`src/rtl/layer_compositor.sv`:
```
// layer_compositor: merges NUM_LAYERS sprite streams by fixed index priority.
// Index 0 has the highest priority, and 12'h000 is the transparency key.
// The layer-enable mask is shadowed per frame, and a HUD band or background
// colour fills pixels where no layer is opaque. The output is scaled by a
// frame-synchronous brightness value for fade transitions.
// Latency from inputs to rgb_out / hit_valid / hit_layer is 2 cycles.
// Optional fade engine: define LAYER_COMPOSITOR_FADE_EN to build the fade FSM
// and the channel scaling. Without it, brightness is fixed at full scale.
module layer_compositor #(
    parameter int          NUM_LAYERS  = 8,
    parameter int          HUD_ROWS    = 20,
    parameter logic [11:0] HUD_COLOR   = 12'h000,
    parameter logic [11:0] BG_COLOR    = 12'hFDA,
    parameter int          FADE_FRAMES = 2
) (
    input  logic                          clk,
    input  logic                          rst_n,
    input  logic                          frame_start,
    input  logic                          valid,
    input  logic [9:0]                    v_cnt,
    input  logic [NUM_LAYERS*12-1:0]      layer_pixels,
    input  logic [NUM_LAYERS-1:0]         layer_en,
    input  logic                          fade_req,
    output logic                          fade_busy,
    output logic                          fade_black,
    output logic [11:0]                   rgb_out,
    output logic                          hit_valid,
    output logic [$clog2(NUM_LAYERS)-1:0] hit_layer
);

    localparam int          LW         = $clog2(NUM_LAYERS);
    localparam int          PW         = NUM_LAYERS * 12;
    localparam logic [31:0] HUD_ROWS_U = 32'(HUD_ROWS);

    // Frame-shadowed enable mask
    logic [NUM_LAYERS-1:0] en_q;

    // Stage 1 registers
    logic                  s1_valid_q;
    logic [PW-1:0]         s1_pix_q;
    logic                  s1_hud_q;
    logic [NUM_LAYERS-1:0] s1_en_q;

    // Stage 2 combinational results
    logic                  win_found_s;
    logic [LW-1:0]         win_idx_s;
    logic [11:0]           win_pix_s;
    logic [11:0]           base_s;
    logic [11:0]           scaled_s;

    // Output registers
    logic [11:0]           rgb_q;
    logic                  hit_valid_q;
    logic [LW-1:0]         hit_layer_q;

    // Load the layer-enable shadow once per frame
    always_ff @(posedge clk or negedge rst_n) begin
        if (!rst_n) begin
            en_q <= '1;
        end else if (frame_start) begin
            en_q <= layer_en;
        end
    end

    // Stage 1: capture the pixels, valid, the HUD-row compare and the enable mask in force for this pixel
    always_ff @(posedge clk or negedge rst_n) begin
        if (!rst_n) begin
            s1_valid_q <= 1'b0;
            s1_pix_q   <= '0;
            s1_hud_q   <= 1'b0;
            s1_en_q    <= '1;
        end else begin
            s1_valid_q <= valid;
            s1_pix_q   <= layer_pixels;
            s1_hud_q   <= ({22'd0, v_cnt} < HUD_ROWS_U);
            s1_en_q    <= en_q;
        end
    end

    // Priority select: scanning downwards lets the lowest opaque index overwrite higher ones
    always_comb begin
        win_found_s = 1'b0;
        win_idx_s   = '0;
        win_pix_s   = 12'h000;
        for (int i = NUM_LAYERS - 1; i >= 0; i--) begin
            win_found_s = win_found_s | (s1_en_q[i] & (s1_pix_q[12*i +: 12] != 12'h000));
            win_idx_s   = (s1_en_q[i] && (s1_pix_q[12*i +: 12] != 12'h000)) ? LW'(i) : win_idx_s;
            win_pix_s   = (s1_en_q[i] && (s1_pix_q[12*i +: 12] != 12'h000)) ? s1_pix_q[12*i +: 12] : win_pix_s;
        end
    end

    // Choose the unscaled pixel: blanking, winning layer, HUD band or background
    always_comb begin
        base_s = 12'h000;
        if (!s1_valid_q) begin
            base_s = 12'h000;
        end else if (win_found_s) begin
            base_s = win_pix_s;
        end else if (s1_hud_q) begin
            base_s = HUD_COLOR;
        end else begin
            base_s = BG_COLOR;
        end
    end

`ifdef LAYER_COMPOSITOR_FADE_EN
    localparam int            CW       = (FADE_FRAMES > 1) ? $clog2(FADE_FRAMES) : 1;
    localparam logic [CW-1:0] CNT_LAST = CW'(FADE_FRAMES - 1);

    typedef enum logic [1:0] {
        S_IDLE = 2'd0,
        S_OUT  = 2'd1,
        S_HOLD = 2'd2,
        S_IN   = 2'd3
    } fade_state_e;

    fade_state_e   state_q, state_d;
    logic [CW-1:0] cnt_q, cnt_d;
    logic [4:0]    b_q, b_d;
    logic          busy_q, busy_d;
    logic          black_q, black_d;
    logic [4:0]    s1_b_q;

    // Scale one 4-bit channel by brightness b/16, truncating
    function automatic logic [3:0] scale_ch(input logic [3:0] c, input logic [4:0] b);
        logic [8:0] prod;
        prod = {5'd0, c} * {4'd0, b};
        return prod[7:4];
    endfunction

    // Scale all three channels of a pixel
    function automatic logic [11:0] scale_px(input logic [11:0] px, input logic [4:0] b);
        return {scale_ch(px[11:8], b), scale_ch(px[7:4], b), scale_ch(px[3:0], b)};
    endfunction

    // Brightness travels with the pixel so a change never hits a pixel presented before it
    always_ff @(posedge clk or negedge rst_n) begin
        if (!rst_n) begin
            s1_b_q <= 5'd16;
        end else begin
            s1_b_q <= b_q;
        end
    end

    // Apply the brightness of this pixel's stage-1 snapshot
    always_comb begin
        scaled_s = scale_px(base_s, s1_b_q);
    end

    // Fade FSM state, frame counter, brightness and registered status outputs
    always_ff @(posedge clk or negedge rst_n) begin
        if (!rst_n) begin
            state_q <= S_IDLE;
            cnt_q   <= '0;
            b_q     <= 5'd16;
            busy_q  <= 1'b0;
            black_q <= 1'b0;
        end else begin
            state_q <= state_d;
            cnt_q   <= cnt_d;
            b_q     <= b_d;
            busy_q  <= busy_d;
            black_q <= black_d;
        end
    end

    // Fade next-state: brightness steps only on frame_start, every FADE_FRAMES frames
    always_comb begin
        state_d = state_q;
        cnt_d   = cnt_q;
        b_d     = b_q;
        case (state_q)
            S_IDLE: begin
                b_d = 5'd16;
                if (fade_req) begin
                    state_d = S_OUT;
                    cnt_d   = '0;
                end else begin
                    state_d = S_IDLE;
                end
            end
            S_OUT: begin
                if (frame_start) begin
                    if (cnt_q == CNT_LAST) begin
                        cnt_d = '0;
                        b_d   = b_q - 5'd1;
                        if (b_q == 5'd1) begin
                            state_d = S_HOLD;
                        end else begin
                            state_d = S_OUT;
                        end
                    end else begin
                        cnt_d = cnt_q + CW'(1);
                    end
                end else begin
                    state_d = S_OUT;
                end
            end
            S_HOLD: begin
                b_d = 5'd0;
                if (frame_start) begin
                    state_d = S_IN;
                    cnt_d   = '0;
                end else begin
                    state_d = S_HOLD;
                end
            end
            S_IN: begin
                if (frame_start) begin
                    if (cnt_q == CNT_LAST) begin
                        cnt_d = '0;
                        b_d   = b_q + 5'd1;
                        if (b_q == 5'd15) begin
                            state_d = S_IDLE;
                        end else begin
                            state_d = S_IN;
                        end
                    end else begin
                        cnt_d = cnt_q + CW'(1);
                    end
                end else begin
                    state_d = S_IN;
                end
            end
            default: begin
                state_d = S_IDLE;
                cnt_d   = '0;
                b_d     = 5'd16;
            end
        endcase
        busy_d  = (state_d != S_IDLE);
        black_d = (state_q == S_OUT) && (state_d == S_HOLD);
    end

    assign fade_busy  = busy_q;
    assign fade_black = black_q;
`else
    logic unused_fade_req_s;

    // Without the fade engine, brightness is fixed at full scale
    always_comb begin
        scaled_s = base_s;
    end

    assign unused_fade_req_s = fade_req;
    assign fade_busy         = 1'b0;
    assign fade_black        = 1'b0;
`endif

    // Stage 2: register the composited pixel and the hit information
    always_ff @(posedge clk or negedge rst_n) begin
        if (!rst_n) begin
            rgb_q       <= 12'h000;
            hit_valid_q <= 1'b0;
            hit_layer_q <= '0;
        end else begin
            rgb_q       <= scaled_s;
            hit_valid_q <= s1_valid_q & win_found_s;
            hit_layer_q <= (s1_valid_q && win_found_s) ? win_idx_s : '0;
        end
    end

    assign rgb_out   = rgb_q;
    assign hit_valid = hit_valid_q;
    assign hit_layer = hit_layer_q;

endmodule

```
`config.mk`:
```
export PLATFORM = sky130hd
export DESIGN_NAME = layer_compositor
export DESIGN_NICKNAME = d
export VERILOG_FILES = /design/src/rtl/layer_compositor.sv
export SDC_FILE = /design/constraint.sdc
export NUM_CORES = 1
export LEC_CHECK = 0
export CAP_MARGIN = 0
export CELL_PAD_IN_SITES_DETAIL_PLACEMENT = 1
export CELL_PAD_IN_SITES_GLOBAL_PLACEMENT = 2
export CORE_MARGIN = 2
export CORE_UTILIZATION = 33
export CTS_CLUSTER_SIZE = 24
export DETAILED_ROUTE_END_ITERATION = 8
export PLACE_DENSITY_LB_ADDON = 0.1
export RECOVER_POWER = 50
export REMOVE_ABC_BUFFERS = 1
export SLEW_MARGIN = 20
export SYNTH_ARGS = -nofsm -noshare
export SYNTH_HDL_FRONTEND = slang
export SYNTH_SLANG_ARGS = --single-unit
```
`constraint.sdc`:
```
create_clock -name clk -period 4.5 [get_ports clk]
set_input_delay 1.125 -clock clk [delete_from_list [all_inputs] [get_ports clk]]
set_output_delay 1.125 -clock clk [all_outputs]
set_load 0.05 [all_outputs]
```
After elaboration in Yosys (flattened, before gate mapping)
Cells that the tools add are included.

Register bits after elaboration: 130. Output and inout port bits: 18. Input port bits: 119.

Bitwise logic cells: 16. Reductions and logical operators: 17. Multiplexer cells: 20. Magnitude comparators: 1.

Operators by type and width (count): two-way mux 12 bit (11); nonzero test 12 bit (8); two-way mux 3 bit (9); < comparator 10 x 5 -> 1 bit (second input constant) (1); bitwise AND 1 bit (9); logical AND 1 bit (9); bitwise OR 1 bit (7).

Depth between registers and ports, before layout
Depth after elaboration: 12. Mapped depth: 8. Mapped depth without buffers: 8.

Worst setup path after synthesis
No wires, ideal clock.

Path type: flip-flop to flip-flop. Start: register s1_pix_q[61]. End: register rgb_q[9], in the netlist rgb_out[9]. Arrival time: 2.323 ns. Buffers on the path: 0. Cell stages (with the launch flop): 7. Data required time: 4.420 ns. Library setup time: 0.080 ns. Setup slack: 2.096 ns. Path through: dfrtp_1 -> or4_4 -> or3_1 -> o311a_1 -> o311a_1 -> o311a_1 -> nor3_2.

Word-level cells in the longest chain between the ends: 10. Elaborated cells between the ends (all ways): 17. Classes of those cells: mux: 8; bitwise: 7; reduce/logical: 2.

RTL lines: start, declared (line 40) `logic [PW-1:0] s1_pix_q;`; start signal, assigned (line 74) `s1_pix_q <= layer_pixels;`; nonzero test 12 bit * (line 86, 88); bitwise AND 1 bit / logical AND 1 bit (equally long branches) (line 86, 88); bitwise OR 1 bit / two-way mux 12 bit (equally long branches) (6 in series) (line 86, 88); two-way mux 12 bit * (line 97) `end else if (win_found_s) begin`; two-way mux 12 bit * (line 95) `if (!s1_valid_q) begin`; via base_s[9] (line 48) `logic [11:0] base_s;`; end signal, assigned (line 257) `rgb_q <= scaled_s;`; end, declared (line 52) `logic [11:0] rgb_q;`.

The timed path passes the listed nets; every way through them passes the cells marked *. A chain may end at the register's enable or synchronous reset.

Final worst setup path
Start: register s1_pix_q[43]. End: register rgb_q[10], in the netlist rgb_out[10].

Word-level cells in the longest chain between the ends: 8. Elaborated cells between the ends (all ways): 13. Classes of those cells: mux: 6; bitwise: 5; reduce/logical: 2.

RTL lines (line): nonzero test 12 bit * (86, 88); bitwise AND 1 bit / logical AND 1 bit (equally long branches) (86, 88); bitwise OR 1 bit / two-way mux 12 bit (equally long branches) (4 in series) (86, 88); two-way mux 12 bit * (97); two-way mux 12 bit * (95); via base_s[10] (48).

Marked as above.

==> results.json <==
{
  "fp.dieH_um": 123.5,
  "clk-insertion-delay-late_ns": 0.43,
  "grt_setup_unrepaired": "false",
  "drv_cap": 0,
  "crit_path_max_fanout": 11,
  "dieArea_mm2": 0.01525,
  "rows": 43,
  "ys_types": 53,
  "grt_max_degree": 131,
  "place.port_buffers": 131,
  "syn_inst": 342,
  "period_share_pct": 71.43,
  "drive_gt1_share_pct": 12.70,
  "seq_area_frac_synth_pct": 69.45,
  "p_leak_nw": 2.802,
  "yosysWarnings": 0,
  "h-tree-depth": 4,
  "cts_tree": "done",
  "setup_violations": 0,
  "start_util_pct": 33.82,
  "syn_area_mm2": 0.004713,
  "finish.utilization_pct": 48.66,
  "fin_skew_ns": 0.008537,
  "status": "complete, no violations",
  "gp_congestion": 0.8465,
  "drtIter0Drc": 129,
  "timing.hold.worst.class": "reg2reg",
  "postSynthAreaPerCell_um2": 13.78,
  "fill_cells": 1418,
  "viasPerCell": 5.161,
  "grt_usage_pct": 19.46,
  "clk_path_buf_depth": 2,
  "startpoint_type": "register",
  "total_power_mw": 2.977,
  "ios": 137,
  "antenna_found_initial": 2,
  "ant_nets": 0,
  "grt_pass1_wl_mm": 21.08,
  "cts_made_buffers": 17,
  "clk_pin_slew_worst_paths_ns": 0.06,
  "ctsHoldBuffers": 0,
  "cp-end-kind": "register",
  "worst_slew_pin_slew_ns": 0.7924,
  "path_class": "reg2reg",
  "slew_viol_final": 0,
  "totalWireLength_mm": 13.65,
  "power_density_mw_per_mm2": 439.1,
  "wl_per_cell_um": 20.13,
  "irDropWorstVdd_uv": 271.0,
  "fin_cells": 678,
  "ctsResizeCount": 0,
  "grt_pass1_vias": 3748,
  "num-nets-final": 602,
  "crit_arrival_ns": 3.51,
  "timing.setup.tns_ns": 0,
  "cts_root_buffer": "clkbuf_16",
  "overflow": 0,
  "fmax_ghz": 0.3111,
  "drt_pre_antenna_iters": 4,
  "hold_violations": 0,
  "ys_ff_latch": 130,
  "die_w_um": 123.5,
  "fin_crit_ns": 3.215,
  "cts_num_sinks": 130,
  "drc": 0,
  "placed_cells": 644,
  "critPathRequiredTime_ns": 4.79,
  "cts_setup_buffers": 0,
  "max-slew-margin-rel_pct": 46.60,
  "syn_to_final_growth_pct": 43.85,
  "core_area_mm2": 0.01393,
  "dp_hpwl_mm": 10.22,
  "vias": 3499
}
stage by stage:
stage	hold WS, ns	setup slack, ns	area [um2]
finish	0.3654	1.285	6780
global route	0.3722	1.008	6778
CTS	0.3655	1.392	6779
detailed placement	0.3565	1.466	6218
global placement	0.3563	1.467	6218
floorplan	0.3524	1.824	4649
power breakdown:
group | switching (mW) | leakage [nW] | total [mW] | internal, mW
Clock | 0.538 | 0.264 | 1.30 | 0.764
Combinational | 0.202 | 1.02 | 0.365 | 0.162
Sequential | 0.0580 | 1.52 | 1.31 | 1.25
Total | 0.799 | 2.80 | 2.98 | 2.18
per-layer routing:
metal,track usage [%],routed length [um]
met1,26.29,6297
met5,0,0
met4,8.452,315
met3,6.411,792
met2,28.64,6244
layout make-up:
type	instances	area (um2)	area share (%)
multi-input combinational	190	1339	19.75
clock buffer	18	429.2	6.330
inverter	10	37.54	0.5536
timing repair buffer	134	1340	19.76
antenna	2	5.005	0.07381
clock inverter	14	131.4	1.938
sequential	130	3273	48.27
tap	180	225.2	3.322
registers in the layout, indices dropped and copies added (netlist names):
| name | cells |
|---|---|
| s1_valid_q | 1 |
| s1_en_q | 8 |
| hit_layer | 3 |
| rgb_out | 12 |
| s1_hud_q | 1 |
| en_q | 8 |
| s1_pix_q | 96 |
| hit_valid | 1 |
critical path, cell delays in order (launching register included):
cell	delay, ns
dfrtp_1	0.38
or4_1	0.60
o41ai_1	0.70
and2_1	0.48
nand3_1	0.22
nand2_1	0.31
inv_2	0.11
o21ai_0	0.14
o31ai_1	0.14
cell usage in the layout, fill, tap and decap left out, drive strengths merged, types with 2 or more instances in the layout:
master         netlist  layout
and3                 2       2
o2111a               4       4
mux2                 8       8
clkbuf               7      19
clkdlybuf4s50        0      33
o211a                4       4
o31ai                8       8
clkinvlp             0       4
o22ai                8       8
o41ai                3       3
a221oi               8       8
nor3                 8       8
nand2               25      25
o21ai               12      12
dfstp               16      16
a21oi                3       3
dlygate4sd3          0      97
or4                 13      13
nand3                7       7
inv                 10      14
a22oi                2       2
o311a               10      10
dfrtp              114     114
and2                 2       2
conb                 1       2
a31oi                8       8
nor4                14      14
diode                0       2
o311ai               4       4
or3                  5       5
buf                  6       3
nand2b               2       2
clkinv               0       5
nor2                13      13
a221o                4       4
synthesized netlist by cell type (all sizes together):
cell type	number	share of area (%)
o31a	1	0.19
or3	5	0.77
buf	6	0.88
clkbuf	7	0.56
a21oi	3	0.32
a221o	4	0.85
a32o	1	0.21
a31oi	8	1.2
inv	10	0.80
a211oi	1	0.16
o311a	10	2.1
mux2	8	1.9
o311ai	4	0.74
nor4bb	1	0.21
dfstp	16	8.9
nor2	13	1.0
a22oi	2	0.32
nor2b	1	0.13
o2111a	4	0.96
nor3	8	0.96
o41ai	3	1.1
o211a	4	0.85
a221oi	8	1.5
or4	13	2.4
and2	2	0.27
o22a	1	0.19
a311oi	1	0.19
conb	1	0.080
o31ai	8	1.4
nand2	25	2.0
o211ai	1	0.16
o22ai	8	1.1
nand2b	2	0.27
o21ai	12	1.3
and3	2	0.27
nand3	7	0.74
nor4	14	2.0
nor3b	1	0.16
dfrtp	114	61
o41a	1	0.24
nand3b	1	0.16
final timing paths:
path	to	cells past startpoint	slack, ns	from
worst min register to register	s1_en_q[3]	0	0.37	en_q[3]
worst max-delay path	rgb_out[10]	8	1.29	s1_pix_q[43]
min in group asynchronous	s1_pix_q[6]	2	0.85	rst_n
worst min-delay path	s1_en_q[3]	0	0.37	en_q[3]
worst max register to register	rgb_out[10]	8	1.29	s1_pix_q[43]
max in group asynchronous	s1_pix_q[62]	2	3.12	rst_n
cell families after synthesis:
logic type             count (synthesis)  synth area share [%]
flip-flops                           130                 69.45
AND/OR/NAND/NOR                       95                 11.34
buffers and inverters                 23                 2.230
AO/OA/AOI/OAI                         85                 15.00
multiplexers                           8                 1.911
other                                  1               0.07956
(Power assumes the default switching activity.)
